===== config.mk =====
export PLATFORM = sky130hd
export DESIGN_NAME = conv_window_sched
export DESIGN_NICKNAME = d
export VERILOG_FILES = /design/src/rtl/conv_window_sched.sv
export SDC_FILE = /design/constraint.sdc
export NUM_CORES = 1
export LEC_CHECK = 0
export CORE_AREA = 2 2 186 188
export CTS_BUF_LIST = sky130_fd_sc_hd__clkbuf_4 sky130_fd_sc_hd__clkbuf_8
export CTS_CLUSTER_SIZE = 14
export DETAILED_ROUTE_END_ITERATION = 7
export DIE_AREA = 0 0 188 190
export HOLD_SLACK_MARGIN = 0.12
export PLACE_DENSITY = 0.53
export SYNTH_ARGS = -nofsm -noshare
export SYNTH_HDL_FRONTEND = slang
export SYNTH_SLANG_ARGS = --single-unit
export TNS_END_PERCENT = 20

===== constraint.sdc =====
create_clock -name i_clk -period 3.5 [get_ports i_clk]
set_input_delay 0.7 -clock i_clk [delete_from_list [all_inputs] [get_ports i_clk]]
set_output_delay 0.7 -clock i_clk [all_outputs]
set_load 0.02 [all_outputs]

===== src/rtl/conv_window_sched.sv =====
// Convolution window scheduler: accepts one window from the line buffer and issues it as
// NUM_FILTERS MAC jobs. Define SCHED_PERF_CNT_EN to enable the mac_stall_cnt counter.
module conv_window_sched #(
  parameter int OUT_WIDTH   = 6,
  parameter int OUT_HEIGHT  = 6,
  parameter int NUM_FILTERS = 4,
  parameter int KERNEL_SIZE = 3,
  parameter int CHANNELS    = 3,
  parameter int DATA_WIDTH  = 8,
  localparam int WIN_W = DATA_WIDTH * KERNEL_SIZE * KERNEL_SIZE * CHANNELS,
  localparam int FW    = (NUM_FILTERS > 1) ? $clog2(NUM_FILTERS) : 1,
  localparam int RW    = (OUT_HEIGHT > 1) ? $clog2(OUT_HEIGHT) : 1,
  localparam int CW    = (OUT_WIDTH > 1) ? $clog2(OUT_WIDTH) : 1
) (
  input  logic             i_clk,
  input  logic             i_rst_n,
  input  logic             i_start,
  input  logic             i_win_valid,
  output logic             o_win_ready,
  input  logic [WIN_W-1:0] i_win_data,
  output logic             o_mac_valid,
  input  logic             i_mac_ready,
  output logic [WIN_W-1:0] o_mac_data,
  output logic [FW-1:0]    o_mac_filter_idx,
  output logic             o_mac_last,
  output logic [RW-1:0]    o_out_row,
  output logic [CW-1:0]    o_out_col,
  output logic             o_busy,
  output logic             o_frame_done,
  output logic [31:0]      o_mac_stall_cnt
);

  typedef enum logic [1:0] {
    S_IDLE,
    S_WAIT_WIN,
    S_ISSUE,
    S_DONE
  } state_t;

  state_t            r_state;
  state_t            w_next_state;
  logic [WIN_W-1:0]  r_mac_data;
  logic [FW-1:0]     r_idx;
  logic [RW-1:0]     r_row;
  logic [CW-1:0]     r_col;

  logic w_start_acc;
  logic w_win_xfer;
  logic w_mac_xfer;
  logic w_idx_last;
  logic w_col_last;
  logic w_row_last;

  assign w_start_acc = (r_state == S_IDLE) && i_start;
  assign w_win_xfer  = (r_state == S_WAIT_WIN) && i_win_valid;
  assign w_mac_xfer  = (r_state == S_ISSUE) && i_mac_ready;
  assign w_idx_last  = (r_idx == FW'(NUM_FILTERS - 1));
  assign w_col_last  = (r_col == CW'(OUT_WIDTH - 1));
  assign w_row_last  = (r_row == RW'(OUT_HEIGHT - 1));

  always_ff @(posedge i_clk) begin
    if (!i_rst_n) begin
      r_state <= S_IDLE;
    end else begin
      r_state <= w_next_state;
    end
  end

  always_comb begin
    w_next_state = r_state;
    case (r_state)
      S_IDLE:     if (i_start) w_next_state = S_WAIT_WIN;
      S_WAIT_WIN: if (i_win_valid) w_next_state = S_ISSUE;
      S_ISSUE: begin
        if (i_mac_ready && w_idx_last) begin
          w_next_state = (w_col_last && w_row_last) ? S_DONE : S_WAIT_WIN;
        end
      end
      S_DONE:     w_next_state = S_IDLE;
      default:    w_next_state = S_IDLE;
    endcase
  end

  always_comb begin
    o_win_ready  = (r_state == S_WAIT_WIN);
    o_mac_valid  = (r_state == S_ISSUE);
    o_mac_last   = (r_state == S_ISSUE) && w_idx_last;
    o_busy       = (r_state != S_IDLE);
    o_frame_done = (r_state == S_DONE);
  end

  // Position wraps to (0,0) on the final job, so it is already clear on entering DONE.
  always_ff @(posedge i_clk) begin
    if (!i_rst_n) begin
      r_mac_data <= '0;
      r_idx      <= '0;
      r_row      <= '0;
      r_col      <= '0;
    end else begin
      if (w_start_acc) begin
        r_idx <= '0;
        r_row <= '0;
        r_col <= '0;
      end
      if (w_win_xfer) begin
        r_mac_data <= i_win_data;
      end
      if (w_mac_xfer) begin
        if (w_idx_last) begin
          r_idx <= '0;
          if (w_col_last) begin
            r_col <= '0;
            r_row <= w_row_last ? '0 : r_row + RW'(1);
          end else begin
            r_col <= r_col + CW'(1);
          end
        end else begin
          r_idx <= r_idx + FW'(1);
        end
      end
    end
  end

  assign o_mac_data       = r_mac_data;
  assign o_mac_filter_idx = r_idx;
  assign o_out_row        = r_row;
  assign o_out_col        = r_col;

`ifdef SCHED_PERF_CNT_EN
  logic [31:0] r_stall_cnt;

  always_ff @(posedge i_clk) begin
    if (!i_rst_n) begin
      r_stall_cnt <= '0;
    end else if (w_start_acc) begin
      r_stall_cnt <= '0;
    end else if ((r_state == S_ISSUE) && !i_mac_ready && (r_stall_cnt != 32'hFFFF_FFFF)) begin
      r_stall_cnt <= r_stall_cnt + 32'd1;
    end
  end

  assign o_mac_stall_cnt = r_stall_cnt;
`else
  assign o_mac_stall_cnt = 32'd0;
`endif

endmodule

==> run metrics, run 1 <==
RSZ-0062 raised after global routing=no; crit share post-route=78.9%; die area=35700 µm²; routed wl met3=2560 µm; overall power=0.00628 W; WL per Instance=15.0 µm; Clock Latency Late Sink=0.54 ns; CP Max Fanout=11; Worst-Margin Slew=0.709 ns; core area=33900 µm²; CTS max path bufs=3; top sig layer=met4; average cell area after synthesis=7.95 µm²; worst stage delay on the critical path=0.61 ns; synth-to-layout area growth=68.0%; Post-CTS Setup Bufs=0; Chip Width=188 µm; GRT Overall Usage=15.6%; DP Worst Slack=0.997 ns; reg2reg start=r_state[0]$_SDFFE_PN0P_; Hold Crit Depth=2; Initial DRC Count=230; Post-DRT Antenna Nets=0; Cell Area, Synth=8240 µm²; worst path required time=2.80 ns; slew margin rel.=52.7%; final setup fails=0; synthesis warning total=0; worst reg2reg path depth=5; Area contributors post-synth=dfxtp_1 (55%), nand2_1 (20%), a21oi_1 (14%); area leader, netlist=dfxtp_1; final hold violations=0; reg-to-reg setup timing slack=1.57 ns; clk sinks=226; post-CTS sizing=0; kind of critical path=register to output pin; largest net degree at the start of global routing=130; vias per inst=4.22; Hold Path Class=register to register; Buf+Inv Stages, Crit Path=1; routability-driven placement congestion ratio=0.758; Port Buf Inserts=449; met2 WL=14100 µm; Final HPWL DP=20200 µm; DRT met1 WL=11500 µm; setup TNS=0 ns; Peak VDD IR=0.000269 V; # IOs=482; Site Rows=68; Max Freq=0.362 GHz; CP arrival=2.06 ns; Die Ht=190 µm; Fillers=3488; DRC=0; share of post-route cells with drive strength above 1=6.22%; TritonCTS clock tree=built; Reg clk slew, reported paths=0.06 ns; Static Leak=4.84 nW; Synth Instances=1036; register area share after synthesis=54.9%; Synth cell types=31; worst-path cell chain=nor2b_1 > and2_1 > clkdlybuf4s50_1; drt total wl=29200 µm; power density cells=453 nW/µm²; first-pass GRT wire length=44800 µm; CP top delay family=buffers and inverters; clk_skew=0.0167 ns; diode count=0; status=finished clean; crit path setup slack, layout=0.739 ns; Seq cells post-synth=226; Worst setup EP type=output pin; WHS Endpoint=o_mac_data[119]$_SDFFE_PN0P_; Post-CTS Hold Buffers=0; drt pass-1 iters=4; total global routing overflow=0; fin nets=1691; H-tree depth=2; CTS buffer count=42; FF-to-FF End=o_mac_data[34]$_SDFFE_PN0P_; fin. max-slew vios=0; top cell type's share of synthesized area=54.9%; vias post-DR=8233; vias in the first global route=8101; final worst path period need=2.76 ns; Setup crit start kind=register; HP Start=o_mac_data[119]$_SDFFE_PN0P_; Initial Util=24.3%; Root Buffer=clkbuf_8; crit path max-delay cell type=clkdlybuf4s50_1; Max Cap Viol=0; initial antenna violation count=0
-- where the power goes --
| group | leakage, nW | internal (W) | switching, W |
|---|---|---|---|
| sequential | 1.83 | 0.00268 | 0.0000568 |
| combinational | 2.55 | 0.000487 | 0.000475 |
| clock | 0.451 | 0.00148 | 0.00110 |
| total | 4.84 | 0.00465 | 0.00163 |
-- worst max path at each step --
stage	from	endpoint	slack (ns)	depth (start not counted)
after floorplan	r_state[0]$_SDFFE_PN0P_	o_mac_last	1.66	3
after global placement	i_win_valid	o_mac_data[34]$_SDFFE_PN0P_	1.03	6
after detailed placement	i_win_valid	o_mac_data[34]$_SDFFE_PN0P_	1.0	6
after CTS	r_state[1]$_SDFFE_PN0P_	o_mac_last	0.68	3
after global routing	r_state[1]$_SDFFE_PN0P_	o_mac_last	0.62	3
final	r_state[1]$_SDFFE_PN0P_	o_mac_last	0.74	3
-- per-stage QoR --
| stage | cells | utilization (%) | hold slack [ns] | cell area [µm²] |
|---|---|---|---|---|
| 2_1_floorplan | 1067 | - | 0.533 | 8360 |
| 4_1_cts | 1949 | 40.8 | 0.453 | 13800 |
| 3_5_place_dp | 1880 | 38.3 | 0.445 | 13000 |
| 3_3_place_gp | 1880 | 38.3 | 0.440 | 13000 |
| 6_report | 1949 | 40.8 | 0.451 | 13800 |
| 5_1_grt | 1949 | 40.8 | 0.466 | 13800 |
-- Yosys cell counts --
cell      number
or2_2          1
mux2i_1        1
and3b_2        1
a21oi_1      225
a211o_1        2
nand3b_4       1
nand3_1        4
nor2b_1        1
o21ai_0        2
a221oi_2       1
o211ai_1       3
or4_4          1
nand2b_1       5
o22ai_1        2
dfxtp_1      226
nand3b_1       4
ha_1           1
inv_2          2
clkbuf_2       1
nand2_1      434
buf_6          1
and2_1         2
and2b_1        1
buf_2         28
nand4b_1       1
or3_1          3
conb_1         1
or3b_1         2
clkbuf_1      26
buf_4         52
inv_1          1
-- tightest hold or removal path, stage by stage, from the launching register on --
cell     delay, ns
dfxtp_1       0.30
nand2_1       0.05
a21oi_1       0.05
-- cells by family after synthesis --
logic type	synth area share, %
other	0.0455
muxes	0.121
adders and majority gates	0.152
DFF	54.9
and+or+nand+nor	22.2
buffers and inverters	7.96
AOI/OAI and AO/OA	14.6
-- cell usage in the layout, fill, tap and decap left out, types with 2 or more instances in the layout --
master,instances
nand3b_1,4
o22ai_1,2
nand3_1,4
or3_1,3
o211ai_1,3
clkbuf_8,54
clkbuf_4,11
clkinv_2,3
and2_1,2
or3b_1,2
conb_1,32
a21oi_1,225
dfxtp_1,226
nand2_1,434
nand2b_1,5
buf_12,7
buf_4,10
o21ai_0,2
a211o_1,2
clkdlybuf4s50_1,449
-- area by class of cell --
| class | count | area (µm²) | area share, % |
|---|---|---|---|
| inverters | 3 | 16.3 | 0.117 |
| clock buffers | 65 | 826 | 5.96 |
| multi-input cells | 730 | 3180 | 23.0 |
| clock inverters | 4 | 22.5 | 0.163 |
| well taps | 455 | 569 | 4.11 |
| repair buffers | 466 | 4710 | 34.0 |
| flip-flops and latches | 226 | 4520 | 32.7 |
-- state kept, by name, indices dropped and copies added (netlist names) --
| signal | cells |
|---|---|
| r_state | 2 |
| o_out_row | 3 |
| o_mac_data | 216 |
| o_mac_filter_idx | 2 |
| o_out_col | 3 |
-- routing by layer --
metal	up-vias	track usage (%)
met5	-	0
met4	0	6.15
met3	68	5.63
met2	318	26.6
met1	3709	17.8
li1	4138	-
Power figures use the tool's default switching activity.
==> run 2: changes to the inputs <==
CORE_AREA = 2 2 188 190   (was 2 2 186 188)
DIE_AREA = 0 0 190 192   (was 0 0 188 190)
PLACE_DENSITY = 0.52   (was 0.53)
clock period = 2.56 ns   (was 3.5 ns; I/O delays follow)
==> run 2 against run 1 <==
- non-clock buffer count stayed put
- clock power is 46% higher
- sequential share of layout area is 0.28 points lower
- cell count is 0.21% higher
- clock skew is 0.0017 ns lower
- largest cell class unchanged
- largest power group is now the clock network
- highest routed layer unchanged
==> run metrics, run 2 (synthesis results as in run 1) <==
Reg clk slew, reported paths=0.06 ns (about the same); fin. max-slew vios=0 (unchanged); first-pass GRT wire length=44800 µm (+0.12%); Post-CTS Hold Buffers=0 (unchanged); Buf+Inv Stages, Crit Path=1 (unchanged); CP arrival=1.92 ns (-0.14 ns); GRT Overall Usage=15.6% (about the same); Peak VDD IR=0.000376 V (+40%); status=finished clean; Initial DRC Count=341 (+48%); Post-DRT Antenna Nets=0 (unchanged); worst path required time=2.05 ns (-0.75 ns); final hold violations=0 (unchanged); Initial Util=24.0% (-0.24 points); final worst path period need=2.43 ns; CP top delay family=buffers and inverters; commonest non-fill, non-tap cell in the layout=clkdlybuf4s50_1; Chip Width=190 µm (+1.1%); reg2reg start=r_state[0]$_SDFFE_PN0P_; final hold slack=0.450 ns (-0.000990 ns); Clock Latency Late Sink=0.53 ns (about the same); number of flip-flops in the largest register=216 (unchanged); Die Ht=192 µm (+1.1%); core area=34300 µm² (+1.0%); Setup crit start kind=register; power density cells=633 nW/µm² (+40%); Hold Path Class=register to register; Port Buf Inserts=449 (unchanged); die area=36500 µm² (+2.1%); Post-Route Utilization=40.7% (-0.062 points); post-place instance area=13000 µm² (+0.29%); Final HPWL DP=21400 µm (+5.6%); Static Leak=4.89 nW (+1.1%); worst-path cell chain=nor2b_2 > and2_1 > clkdlybuf4s50_1; HP Start=o_mac_data[101]$_SDFFE_PN0P_; # IOs=482 (unchanged); Design Area, Final=14000 µm² (+0.85%); CP Max Fanout=14 (+3); initial antenna violation count=0 (unchanged); setup TNS=0 ns (unchanged); crit share post-route=94.8%; CTS buffer count=43 (+2.4%); share of post-route cells with drive strength above 1=6.54% (+0.32 points); Max Cap Viol=0 (unchanged); Non-Filler Instances=1953 (+0.21%); clk sinks=226 (unchanged); Post-CTS Setup Bufs=0 (unchanged); TritonCTS clock tree=built; kind of critical path=register to output pin; Worst setup EP type=output pin; vias per inst=4.23 (+0.18%); vias post-DR=8265 (+0.39%); routability-driven placement congestion ratio=0.776 (+2.3%); worst stage delay on the critical path=0.61 ns (about the same); CTS max path bufs=3 (unchanged); CP Launch Point=r_state[0]$_SDFFE_PN0P_; commonest cells after routing, fill and taps aside=clkdlybuf4s50_1 (449), nand2_1 (434), dfxtp_1 (226); placed cell count=1880 (unchanged); clk_skew=0.0149 ns (-0.00174 ns); vias in the first global route=7782 (-3.9%); H-tree depth=2 (unchanged); drt pass-1 iters=4 (unchanged); diode count=0 (unchanged); final setup fails=0 (unchanged); WL per Instance=15.5 µm (+3.5%); DRC=0 (unchanged); largest net degree at the start of global routing=79 (-39%); crit path max-delay cell type=clkdlybuf4s50_1; Root Buffer=clkbuf_8; Max Freq=0.412 GHz; fin nets=1692 (+0.059%); Site Rows=68 (unchanged); synth-to-layout area growth=69.5%; drt total wl=30200 µm (+3.7%); RSZ-0062 raised after global routing=no; total global routing overflow=0 (unchanged)
run 2: area by class of cell:
cell class / count / area [µm²]
Clock buffer: 69 / 881
Fill cell: 3482 / 20300
Inverter: 3 / 16.3
Multi-Input combinational cell: 730 / 3180
Timing Repair Buffer: 466 / 4750
Clock inverter: 4 / 45.0
Sequential cell: 226 / 4520
Tap cell: 455 / 569
run 2: stage by stage:
step,worst slack [ns],total power (W)
3_3_place_gp,0.496,0.00515
3_5_place_dp,0.467,0.00516
4_1_cts,0.0204,0.00904
6_report,0.132,0.00884
5_1_grt,0.00261,0.00930
2_1_floorplan,0.910,0.00443
run 2: layer usage:
metal	GRT usage (%)	wire length (µm)
met1	17.8	11900
met2	27.3	14900
met3	4.97	2460
met4	5.66	881
met5	0	0
run 2: path summary, 6_finish.rpt:
| kind | endpoint | slack, ns | cells past startpoint |
|---|---|---|---|
| setup / recovery | o_mac_last | 0.13 | 3 |
| hold / removal | o_mac_data[101]$_SDFFE_PN0P_ | 0.45 | 2 |
| setup reg to reg | o_mac_data[40]$_SDFFE_PN0P_ | 0.93 | 5 |
| hold reg to reg | o_mac_data[101]$_SDFFE_PN0P_ | 0.45 | 2 |
run 2: repair_timing:
| item | in CTS | in global routing |
|---|---|---|
| endpoints found under the setup margin | 0 | 1 |
| gates resized for setup | 0 | 1 |
| hold endpoints to repair | 0 | 0 |
run 2: report_power, final:
| part | internal (W) | switching [W] |
|---|---|---|
| Clock | 0.00226 | 0.00151 |
| Sequential | 0.00366 | 0.0000724 |
| Combinational | 0.000673 | 0.000663 |
run 2: tightest hold or removal path, cell delays in order, from the launching register on:
cell	delay [ns]
dfxtp_1	0.30
nand2_1	0.05
a21oi_1	0.05
